## src/rtl/tswitch_pkg.sv

```systemverilog
// Shared switch types and widths for the multicast store path.
package tswitch_pkg;

    localparam int unsigned ADDR_WIDTH   = 32;
    localparam int unsigned DATA_WIDTH   = 32;
    localparam int unsigned TAG_WIDTH    = 8;
    localparam int unsigned MC_NUM_PORTS = 4;
    localparam int unsigned MC_PORT_BITS = $clog2(MC_NUM_PORTS);

    // Queued multicast request; mask/src_port are sized for the switch port count.
    typedef struct packed {
        logic [MC_NUM_PORTS-1:0] mask;
        logic [ADDR_WIDTH-1:0]   addr;
        logic [DATA_WIDTH-1:0]   data;
        logic [TAG_WIDTH-1:0]    tag;
        logic [MC_PORT_BITS-1:0] src_port;
    } mc_req_t;

endpackage

```

## src/rtl/mc_req_fifo.sv

```systemverilog
// Synchronous FIFO of resolved multicast requests with occupancy and full flag.
module mc_req_fifo
    import tswitch_pkg::*;
#(
    parameter int unsigned DEPTH = 4,
    localparam int unsigned PTR_BITS = $clog2(DEPTH),
    localparam int unsigned LVL_BITS = PTR_BITS + 1
) (
    input  logic                clk,
    input  logic                rst_n,
    input  logic                push,
    input  mc_req_t             din,
    input  logic                pop,
    output mc_req_t             head,
    output logic [LVL_BITS-1:0] level,
    output logic                full
);

    mc_req_t               mem_q [DEPTH];
    logic [PTR_BITS-1:0]   wr_ptr_q;
    logic [PTR_BITS-1:0]   rd_ptr_q;
    logic [LVL_BITS-1:0]   level_q;

    always_ff @(posedge clk or negedge rst_n) begin
        if (!rst_n) begin
            for (int i = 0; i < DEPTH; i++) begin
                mem_q[i] <= '0;
            end
            wr_ptr_q <= '0;
            rd_ptr_q <= '0;
            level_q  <= '0;
        end else begin
            if (push) begin
                mem_q[wr_ptr_q] <= din;
                wr_ptr_q        <= wr_ptr_q + 1'b1;
            end
            if (pop) begin
                rd_ptr_q <= rd_ptr_q + 1'b1;
            end
            if (push && !pop) begin
                level_q <= level_q + 1'b1;
            end else if (pop && !push) begin
                level_q <= level_q - 1'b1;
            end
        end
    end

    assign head  = mem_q[rd_ptr_q];
    assign level = level_q;
    assign full  = (level_q == LVL_BITS'(DEPTH));

endmodule

```

## src/rtl/mc_group_dispatcher.sv

```systemverilog
// Round-robin STORE_MC arbiter with group-table resolution and a request queue to the engine.
module mc_group_dispatcher
    import tswitch_pkg::*;
#(
    parameter int unsigned NUM_PORTS  = MC_NUM_PORTS,
    parameter int unsigned NUM_GROUPS = 8,
    parameter int unsigned FIFO_DEPTH = 4,
    localparam int unsigned PORT_BITS  = $clog2(NUM_PORTS),
    localparam int unsigned GROUP_BITS = $clog2(NUM_GROUPS),
    localparam int unsigned LVL_BITS   = $clog2(FIFO_DEPTH) + 1
) (
    input  logic                                  clk,
    input  logic                                  rst_n,
    input  logic [NUM_PORTS-1:0]                  req_valid,
    input  logic [NUM_PORTS-1:0][GROUP_BITS-1:0]  req_group,
    input  logic [NUM_PORTS-1:0][ADDR_WIDTH-1:0]  req_addr,
    input  logic [NUM_PORTS-1:0][DATA_WIDTH-1:0]  req_data,
    input  logic [NUM_PORTS-1:0][TAG_WIDTH-1:0]   req_tag,
    output logic [NUM_PORTS-1:0]                  req_ready,
    input  logic                                  cfg_we,
    input  logic [GROUP_BITS-1:0]                 cfg_group,
    input  logic [NUM_PORTS-1:0]                  cfg_mask,
    output logic                                  mc_valid,
    output logic [NUM_PORTS-1:0]                  mc_dst_mask,
    output logic [ADDR_WIDTH-1:0]                 mc_addr,
    output logic [DATA_WIDTH-1:0]                 mc_data,
    output logic [TAG_WIDTH-1:0]                  mc_tag,
    output logic [PORT_BITS-1:0]                  mc_src_port,
    input  logic                                  mc_ready,
    output logic                                  err_valid,
    output logic [TAG_WIDTH-1:0]                  err_tag,
    output logic [PORT_BITS-1:0]                  err_src_port,
    output logic [LVL_BITS-1:0]                   queue_level
);

    logic [NUM_GROUPS-1:0][NUM_PORTS-1:0] table_q;
    logic [PORT_BITS-1:0]                 rr_ptr_q;
    logic                                 err_valid_q;
    logic [TAG_WIDTH-1:0]                 err_tag_q;
    logic [PORT_BITS-1:0]                 err_src_q;

    logic                 full;
    logic                 gnt_any;
    logic [PORT_BITS-1:0] gnt_port;
    logic [PORT_BITS-1:0] idx;
    logic [NUM_PORTS-1:0] sel_mask;
    logic                 push;
    logic                 reject;
    logic                 pop;
    mc_req_t              push_req;
    mc_req_t              head;

    // First requester at or after rr_ptr, wrapping; suppressed entirely when full.
    always_comb begin
        req_ready = '0;
        gnt_any   = 1'b0;
        gnt_port  = '0;
        idx       = '0;
        for (int i = 0; i < NUM_PORTS; i++) begin
            idx = PORT_BITS'((32'(rr_ptr_q) + 32'(i)) % NUM_PORTS);
            if (!gnt_any && !full && req_valid[idx]) begin
                req_ready[idx] = 1'b1;
                gnt_any        = 1'b1;
                gnt_port       = idx;
            end
        end
    end

    // Table read uses the registered contents, so a same-cycle cfg write is not visible.
    assign sel_mask = table_q[req_group[gnt_port]];
    assign push     = gnt_any && (sel_mask != '0);
    assign reject   = gnt_any && (sel_mask == '0);
    assign pop      = mc_valid && mc_ready;

    always_comb begin
        push_req          = '0;
        push_req.mask     = MC_NUM_PORTS'(sel_mask);
        push_req.addr     = req_addr[gnt_port];
        push_req.data     = req_data[gnt_port];
        push_req.tag      = req_tag[gnt_port];
        push_req.src_port = MC_PORT_BITS'(gnt_port);
    end

    always_ff @(posedge clk or negedge rst_n) begin
        if (!rst_n) begin
            table_q     <= '0;
            rr_ptr_q    <= '0;
            err_valid_q <= 1'b0;
            err_tag_q   <= '0;
            err_src_q   <= '0;
        end else begin
            if (cfg_we) begin
                table_q[cfg_group] <= cfg_mask;
            end
            if (gnt_any) begin
                rr_ptr_q <= (gnt_port == PORT_BITS'(NUM_PORTS - 1)) ? '0 : gnt_port + 1'b1;
            end
            err_valid_q <= reject;
            if (reject) begin
                err_tag_q <= req_tag[gnt_port];
                err_src_q <= gnt_port;
            end
        end
    end

    mc_req_fifo #(
        .DEPTH (FIFO_DEPTH)
    ) u_fifo (
        .clk   (clk),
        .rst_n (rst_n),
        .push  (push),
        .din   (push_req),
        .pop   (pop),
        .head  (head),
        .level (queue_level),
        .full  (full)
    );

    assign mc_valid     = (queue_level != '0);
    assign mc_dst_mask  = NUM_PORTS'(head.mask);
    assign mc_addr      = head.addr;
    assign mc_data      = head.data;
    assign mc_tag       = head.tag;
    assign mc_src_port  = PORT_BITS'(head.src_port);
    assign err_valid    = err_valid_q;
    assign err_tag      = err_tag_q;
    assign err_src_port = err_src_q;

endmodule

```

## config.mk

```make
export PLATFORM = sky130hd
export DESIGN_NAME = mc_group_dispatcher
export DESIGN_NICKNAME = d
export VERILOG_FILES = /design/src/rtl/tswitch_pkg.sv /design/src/rtl/mc_req_fifo.sv /design/src/rtl/mc_group_dispatcher.sv
export SDC_FILE = /design/constraint.sdc
export NUM_CORES = 1
export LEC_CHECK = 0
export BUFFER_PORTS_ARGS = -buffer_cell sky130_fd_sc_hd__buf_2
export CORE_UTILIZATION = 55
export DETAILED_ROUTE_END_ITERATION = 7
export GPL_TIMING_DRIVEN = 0
export HOLD_SLACK_MARGIN = 0.05
export PLACE_DENSITY = 0.8
export SLEW_MARGIN = 20
export SYNTH_ARGS = -nofsm -noshare
export SYNTH_HDL_FRONTEND = slang
export SYNTH_SLANG_ARGS = --single-unit
```

## constraint.sdc

```tcl
create_clock -name clk -period 8.2 [get_ports clk]
set_input_delay 0.82 -clock clk [delete_from_list [all_inputs] [get_ports clk]]
set_output_delay 0.82 -clock clk [all_outputs]
set_load 0.01 [all_outputs]
```

==> impl_metrics.ini, run 1 <==
[status]
outcome = completed

[final_layout]
drive_gt1_share_pct = 46.8
nNetsFinal = 2332
area_delta_synth_final_pct = 21.1
fin_util_pct = 67.4
n_fill_cell = 2575

[timing]
rsz0062_at_grt = no
tightest_slew_ns = 1.23
setup-violations-final = 0
max_freq_ghz = 0.166
period_share_pct = 73.5
slew_violations = 0
relSlewSlack_pct = 18.1
skew_ns = 0.0216
min_period_ns = 6.03
hold_viol = 0

[setup_path]
cp-end-kind = register
rr_worst_depth = 14
crit_slowest_cell = clkbuf_1
rrSetupSlack_ns = 2.17
arrival_ns = 6.47
max_stage_delay_ns = 0.87
cp-endpoint = u_fifo.mem_q[43]$_DFFE_PN0P_
path_class = reg -> reg
startpoint = rr_ptr_q[0]$_DFFE_PN0P_
cp_max_fo = 10
reg2reg_from = rr_ptr_q[0]$_DFFE_PN0P_
path_delay_family = buffers and inverters
worstReg2RegEnd = u_fifo.mem_q[43]$_DFFE_PN0P_
crit_top_cell = clkbuf_1
startpoint_type = register
path_cells = clkbuf_1 > inv_1 > ha_1 > clkbuf_1 > mux4_2 > nor4b_1 > a211o_1 > o211ai_1 > clkbuf_1 > clkbuf_1 > clkbuf_1 > nand2_1 > a31oi_1 > mux2_2
crit_buf_inv = 6
crit_required_ns = 8.64
critical_path_depth = 14

[synthesis]
synthesis.instances = 1552
syn_nets = 1877
synth_edf_count = 0
avgSynthCellArea_um2 = 12.4
ys.flop_type = dfrtp_1
synthesis.area_um2 = 19200
yosysWarnings = 0
synth-seq-cells = 364
async_flop_share_pct = 100
ys_seq_area_share_pct = 47.5
yosysUniqueCellTypes = 52

[global_route]
antenna_found_initial = 1
met2_usage_pct = 52.0
met3_usage_pct = 5.49
gr-total-overflow = 0
grt_start_max_net_pins = 105
grt_pass1_vias = 15000
grt_pass1_wl_mm = 85.8
grt_usage_pct = 31.5
use_met1_pct = 41.4
globalRoute.busiestLayer = met2

[place]
io_buffers = 411
dpl.hpwl_mm = 41.3
place.gp.congestion = 0.912

[clock_tree]
worstSkewPairLatency_ns = 0.52
clkSinkCount = 364
cts_max_path_buffers = 3
postCtsHoldBufs = 0
cts_root_buf = clkbuf_16
numCtsBuffers = 39
post_cts_buffers = 0
cts_max_level = 2
path_clk_slew_ns = 0.06
cts_resized = 0
tritoncts = done

[drt]
via_count = 14600
wl_mm = 55.4
detail-route-antenna-nets = 0
drc_errors = 0
firstDrtPassIters = 5
drt_iter0_markers = 951
vias_per_cell = 5.88
wl_per_cell_um = 22.2

[job]
maxCapViolations = 0

[die]
rows = 68
core-area_um2 = 34500
boundaryPins = 412
die_h_um = 189
dieArea_um2 = 35700
start_util_pct = 55.7
die_x_um = 189

[hold_path]
hold_class = in -> async
layout make-up:
class,instances,area (µm²),area share (%)
antenna,1,2.50,0.0108
buffer,116,692,2.98
clock buffer,61,1190,5.12
clock inverter,8,123,0.528
inverter,28,105,0.452
multi-input combinational,1044,9300,40.0
sequential,364,9110,39.2
tap,455,569,2.45
timing repair buffer,414,2150,9.25
per-layer routing:
metal	vias to the layer above	wire length [µm]
met5	-	0
met2	641	26700
met4	0	2340
met3	133	3380
met1	7377	23000
li1	6497	-
flip-flops by register name (all words and copies together) (netlist names):
name and flops:
u_fifo.rd_ptr_q 2, u_fifo.wr_ptr_q 2, err_valid 1, u_fifo.level 3, table_q 32, err_tag 8
err_src_port 2, rr_ptr_q 2, u_fifo.mem_q 312
through the flow:
step / hold slack [ns] / worst slack (ns) / TNS (ns) / area, µm² / cells
floorplan: 0.473 / 3.53 / 0 / 19200 / 1552
global placement: 0.483 / -0.335 / -107.58 / 21800 / 2418
detailed placement: 0.490 / 2.33 / 0 / 21900 / 2421
CTS: 0.300 / 2.28 / 0 / 23200 / 2490
global route: 0.322 / 1.97 / 0 / 23200 / 2491
finish: 0.275 / 2.17 / 0 / 23200 / 2491
how the worst min path moves through the flow:
stage,from,end,slack [ns],depth (start not counted)
final,rst_n,table_q[22]$_DFFE_PN0P_,0.28,1
after CTS,rst_n,table_q[22]$_DFFE_PN0P_,0.30,1
after floorplan,table_q[24]$_DFFE_PN0P_,table_q[24]$_DFFE_PN0P_,0.47,1
after global placement,u_fifo.mem_q[145]$_DFFE_PN0P_,u_fifo.mem_q[145]$_DFFE_PN0P_,0.48,1
after global routing,rst_n,table_q[22]$_DFFE_PN0P_,0.32,1
after detailed placement,u_fifo.mem_q[62]$_DFFE_PN0P_,u_fifo.mem_q[62]$_DFFE_PN0P_,0.49,1
Yosys cell counts (2+ instances only):
cell        n  area share [%]
nand4_1     2           0.065
nand3_1    34            0.89
a222oi_1    4            0.21
buf_1      17            0.33
a21oi_1     3           0.078
clkbuf_1   55             1.1
inv_1      28            0.55
nor3_1      3           0.078
and2_1      5            0.16
nand4b_1    3            0.14
or3b_2      2           0.091
mux4_2     81             9.5
o21ai_1    10            0.26
ha_1        9            0.59
buf_4      23            0.90
mux2i_1    27             1.4
dfrtp_1   364              47
o211a_1     2            0.10
xor2_1      2           0.091
nor2b_1     9            0.29
mux2_2    276              16
and3_1     74             2.4
nor2_1      7            0.14
o21ai_0    15            0.39
o211ai_4    2            0.22
o211ai_1    2           0.078
nor3b_1     5            0.20
a31oi_1    73             2.4
nand2_1   302             5.9
buf_8       8            0.63
xnor2_1     4            0.18
buf_6      10            0.59
nor4b_1     3            0.14
a22oi_1     2           0.078
nand4_2     4            0.26
mux2_4     64             5.0
buf_2       3           0.078
cells by family after synthesis:
group	Yosys count	share of synthesized area (%)
AO/OA/AOI/OAI	122	4.36
XOR/XNOR	6	0.274
adder cells (fa/ha/maj)	10	0.691
buffers and inverters	144	4.15
flip-flops	364	47.5
multiplexers	448	32.1
AND/OR/NAND/NOR	458	11.0
layout by cell type (no fill, tap or decap), types with 4 or more instances in the layout:
| cell type | count |
|---|---|
| a31oi_1 | 73 |
| o21ai_0 | 15 |
| buf_8 | 9 |
| and3_1 | 74 |
| o21ai_1 | 10 |
| inv_1 | 28 |
| mux2_2 | 276 |
| nand2_1 | 302 |
| buf_1 | 17 |
| buf_4 | 23 |
| nor3b_1 | 5 |
| nand4_2 | 4 |
| mux4_2 | 81 |
| ha_1 | 9 |
| buf_6 | 10 |
| clkbuf_8 | 13 |
| nor2_1 | 7 |
| mux2_4 | 64 |
| clkbuf_1 | 63 |
| xnor2_1 | 4 |
| dfrtp_1 | 364 |
| nor2b_1 | 9 |
| mux2i_1 | 27 |
| and2_1 | 5 |
| nand3_1 | 34 |
| a222oi_1 | 4 |
| clkbuf_16 | 39 |
| buf_2 | 413 |
Power of run 1 is not shown: default switching activity piles up to over one toggle a cycle in this logic, so the estimate is an artifact.
==> run 2: changes to the inputs <==
Clock period 8.2 ns to 6.01 ns, I/O delays scaled along.
==> run 2 against run 1 <==
Design area is essentially flat. Worst hold slack lost 0.23 ns. Maximum frequency rose by 4.9%. Die area stayed put. Global-route usage unchanged. Sequential cell count stayed put. Non-clock buffer count is the same. Critical path depth did not move. Clock skew is essentially flat. Critical path type unchanged. Largest cell class unchanged. Highest routed layer unchanged.
==> impl_metrics.ini, run 2 (same netlist as run 1, synthesis figures left out) <==
[timing]
rsz0062_at_grt = no
setup-violations-final = 0
hold_ws_ns = 0.0435
tightest_slew_ns = 0.979
min_period_ns = 5.75
hold_viol = 0
relSlewSlack_pct = 34.7
skew_ns = 0.0220
max_freq_ghz = 0.174
slew_violations = 0
period_share_pct = 95.6

[clock_tree]
clkSinkCount = 364
postCtsHoldBufs = 0
cts_max_level = 2
cts_max_path_buffers = 3
numCtsBuffers = 39
post_cts_buffers = 0
worstSkewPairLatency_ns = 0.52
cts_resized = 0
cts_root_buf = clkbuf_16
path_clk_slew_ns = 0.06
tritoncts = done

[setup_path]
arrival_ns = 6.19
path_cells = clkbuf_1 > inv_1 > ha_1 > clkbuf_1 > mux4_2 > nor4b_1 > a211o_1 > o211ai_1 > clkbuf_2 > clkdlybuf4s15_1 > clkbuf_1 > nand2_1 > a31oi_1 > mux2_2
startpoint = rr_ptr_q[0]$_DFFE_PN0P_
startpoint_type = register
crit_buf_inv = 6
crit_required_ns = 6.45
reg2reg_from = rr_ptr_q[0]$_DFFE_PN0P_
crit_slowest_cell = clkdlybuf4s15_1
crit_top_cell = clkbuf_1
max_stage_delay_ns = 0.75
cp_max_fo = 10
path_delay_family = buffers and inverters
cp-end-kind = register
path_class = reg -> reg

[final_layout]
layout_commonest_cell = buf_2
drive_gt1_share_pct = 46.9
fin_area_um2 = 23300
register_area_um2 = 9110
n_fill_cell = 2573
final_cell_mix = buf_2, dfrtp_1, nand2_1, mux2_2, mux4_2
largest_reg_flops = 312
multi_input_area_um2 = 9310
largest_register = u_fifo.mem_q
nNetsFinal = 2332
area_delta_synth_final_pct = 21.1

[drt]
drc_errors = 0
firstDrtPassIters = 5
wl_per_cell_um = 22.2
via_count = 14600
detail-route-antenna-nets = 0
drt_iter0_markers = 885
vias_per_cell = 5.87
wl_mm = 55.4

[place]
dpl.hpwl_mm = 41.3
io_buffers = 411
place.gp.congestion = 0.912
dpl_cell_area_um2 = 21900

[status]
outcome = completed

[global_route]
grt_pass1_vias = 15000
grt_start_max_net_pins = 105
grt_pass1_wl_mm = 85.8
gr-total-overflow = 0
antenna_found_initial = 1
grt_usage_pct = 31.5

[die]
die_h_um = 189
rows = 68
start_util_pct = 55.7
core-area_um2 = 34500
die_x_um = 189
dieArea_um2 = 35700
boundaryPins = 412

[hold_path]
hold_class = in -> async

[job]
maxCapViolations = 0
==> run 2: path summary, 6_finish.rpt <==
kind | end | slack [ns] | cells after the start
hold / removal | table_q[22]$_DFFE_PN0P_ | 0.04 | 1
setup / recovery | u_fifo.mem_q[43]$_DFFE_PN0P_ | 0.26 | 14
hold reg to reg | u_fifo.mem_q[110]$_DFFE_PN0P_ | 0.50 | 1
setup reg to reg | u_fifo.mem_q[43]$_DFFE_PN0P_ | 0.26 | 14
max in group asynchronous | u_fifo.mem_q[207]$_DFFE_PN0P_ | 4.60 | 3
min in group clk | u_fifo.rd_ptr_q[1]$_DFFE_PN0P_ | 0.42 | 3
==> run 2: final cells by class <==
class / count / area share [%]
antenna: 1 / 0.0108
buffer: 116 / 3.01
clock buffer: 61 / 5.11
clock inverter: 8 / 0.527
inverter: 28 / 0.452
multi-input combinational: 1044 / 40.0
sequential: 364 / 39.2
tap: 455 / 2.45
timing repair buffer: 414 / 9.24
==> run 2: per-stage QoR <==
stage / cells / setup TNS, ns / utilization, % / setup WS, ns
floorplan: 1552 / 0 / - / 1.34
global placement: 2418 / -825.02 / 63.3 / -2.31
detailed placement: 2421 / 0 / 63.6 / 0.139
CTS: 2490 / 0 / 67.4 / 0.0887
global route: 2491 / 0 / 67.5 / 0.0925
finish: 2491 / 0 / 67.5 / 0.262
==> run 2: metal layers <==
layer	global-route usage [%]	wire [µm]	vias up
met5	0	0	-
met2	52.0	26700	637
met4	12.8	2360	0
met1	41.4	22800	7356
met3	5.49	3510	138
li1	-	-	6502
Power of run 2 is left out for the same reason.
==> run 3: changes to the inputs <==
--- a/config.mk
+++ b/config.mk
@@ -17 +17,2 @@
 export SYNTH_SLANG_ARGS = --single-unit
+export TNS_END_PERCENT = 20
==> constraint.sdc (replaced) <==
create_clock -name clk -period 6.01 [get_ports clk]
set_input_delay 0 -clock clk [delete_from_list [all_inputs] [get_ports clk]]
set_output_delay 0 -clock clk [all_outputs]
set_load 0.01 [all_outputs]
==> run 3 against run 2 <==
Worst hold slack improved by 0.0024 ns. Critical path depth unchanged. First-iteration DRC count increased by 9.9%. Count of clock-buffer cells in the layout unchanged. Routed wire length increased by 2.3%. Worst setup slack got worse by 0.14 ns. Core utilization is 1.2 points higher. Sequential cell count stayed put. Sequential share of layout area down 0.70 points. Critical endpoint is now u_fifo.mem_q[119]$_DFFE_PN0P_.
==> impl_metrics.ini, run 3 (same netlist as run 1, synthesis figures left out) <==
[drt]
firstDrtPassIters = 7
via_count = 15000
vias_per_cell = 5.92
drc_errors = 0
drt_iter0_markers = 973
wl_mm = 56.7
wl_per_cell_um = 22.4
detail-route-antenna-nets = 0

[clock_tree]
cts_max_level = 2
path_clk_slew_ns = 0.06
worstSkewPairLatency_ns = 0.53
tritoncts = done
cts_max_path_buffers = 3
numCtsBuffers = 39
clkSinkCount = 364
cts_root_buf = clkbuf_16

[timing]
min_period_ns = 5.89
relSlewSlack_pct = 29.5
slew_violations = 0
period_share_pct = 97.9
hold_viol = 0
setup-violations-final = 0
skew_ns = 0.0231
max_freq_ghz = 0.170
tightest_slew_ns = 1.06
rsz0062_at_grt = yes

[setup_path]
crit_required_ns = 6.45
reg2reg_from = rr_ptr_q[0]$_DFFE_PN0P_
crit_slowest_cell = buf_1
startpoint_type = register
path_cells = clkbuf_1 > inv_1 > ha_1 > clkbuf_1 > mux4_2 > nor4b_1 > a211o_1 > o211a_1 > buf_6 > clkbuf_1 > buf_1 > nand2_1 > a31oi_1 > mux2_2
worstReg2RegEnd = u_fifo.mem_q[119]$_DFFE_PN0P_
cp-end-kind = register
crit_top_cell = clkbuf_1
arrival_ns = 6.33
max_stage_delay_ns = 0.86
rrSetupSlack_ns = 0.12
rr_worst_depth = 14
path_class = reg -> reg
cp_max_fo = 10

[global_route]
gr-total-overflow = 0
grt_usage_pct = 32.0
grt_pass1_vias = 15400
grt_pass1_wl_mm = 87.2
grt_start_max_net_pins = 105
antenna_found_initial = 0

[die]
start_util_pct = 55.7
die_h_um = 189
die_x_um = 189
rows = 68
boundaryPins = 412
dieArea_um2 = 35700
core-area_um2 = 34500

[final_layout]
largest_reg_flops = 312
largest_register = u_fifo.mem_q
drive_gt1_share_pct = 45.9
fin_util_pct = 68.7
nNetsFinal = 2374
final_cell_mix = buf_2, dfrtp_1, nand2_1, mux2_2, mux4_2
area_delta_synth_final_pct = 23.3
layout_commonest_cell = buf_2

[place]
io_buffers = 411
dpl.hpwl_mm = 41.3
place.gp.congestion = 0.912

[hold_path]
hold_class = in -> async

[job]
maxCapViolations = 0

[status]
outcome = completed
run 3: changes by cell type in the layout (fill, tap and decap cells not counted):
cell and change:
dlygate4sd3_1 +42
run 3: cell type report:
| cell class | count | area [µm²] |
|---|---|---|
| Fill cell | 2500 | 10800 |
| Antenna cell | 1 | 2.50 |
| Clock inverter | 8 | 123 |
| Tap cell | 455 | 569 |
| Sequential cell | 364 | 9110 |
| Inverter | 28 | 105 |
| Multi-Input combinational cell | 1044 | 9310 |
| Buffer | 116 | 701 |
| Clock buffer | 61 | 1190 |
| Timing Repair Buffer | 456 | 2570 |
run 3: layer usage:
layer | part of all wire (%) | up-vias | global-route usage [%]
met5 | 0 | - | 0
met4 | 4.1 | 0 | 12.6
met3 | 6.4 | 138 | 5.76
met2 | 48 | 651 | 53.3
met1 | 41 | 7603 | 41.7
li1 | - | 6591 | -
run 3: per-stage QoR:
stage          setup WS (ns)  hold WS (ns)  cells  instance area (µm²)  setup TNS (ns)
2_1_floorplan           1.34        -0.296   1552                19200               0
3_3_place_gp           -1.70         0.349   2418                21800         -606.26
3_5_place_dp           0.139        0.0291   2421                21900               0
4_1_cts               0.0537        0.0505   2532                23700               0
5_1_grt              -0.0832        0.0814   2532                23700          -0.255
6_report               0.124        0.0459   2533                23700               0
run 3: how the worst max path moves through the flow:
stage                            start                            end  slack (ns)  cells past startpoint
2_1_floorplan  rr_ptr_q[0]$_DFFE_PN0P_    u_fifo.level[2]$_DFFE_PN0P_        1.34                     21
3_3_place_gp                     rst_n   u_fifo.mem_q[19]$_DFFE_PN0P_       -1.70                      1
3_5_place_dp   rr_ptr_q[0]$_DFFE_PN0P_   u_fifo.mem_q[43]$_DFFE_PN0P_        0.14                     14
4_1_cts        rr_ptr_q[0]$_DFFE_PN0P_  u_fifo.mem_q[181]$_DFFE_PN0P_        0.05                     15
5_1_grt        rr_ptr_q[0]$_DFFE_PN0P_  u_fifo.mem_q[119]$_DFFE_PN0P_       -0.08                     14
6_report       rr_ptr_q[0]$_DFFE_PN0P_  u_fifo.mem_q[119]$_DFFE_PN0P_        0.12                     14
run 3: repair_timing:
| action | CTS | global route |
|---|---|---|
| resized for setup | 0 | 9 |
| setup buffers | 0 | 0 |
| endpoints found under the setup margin | 0 | 135 |
| hold buffers | 42 | 0 |
| hold endpoints to repair | 173 | 0 |
run 3: worst max-delay path, delay by kind of cell (launching register included):
family                   cells  cell delay, ns
buffers and inverters        6            2.68
AO/OA/AOI/OAI                3            1.01
multiplexers                 2            0.88
flip-flops                   1            0.48
AND/OR/NAND/NOR              2            0.43
adder cells (fa/ha/maj)      1            0.31
Power of run 3 is left out for the same reason.
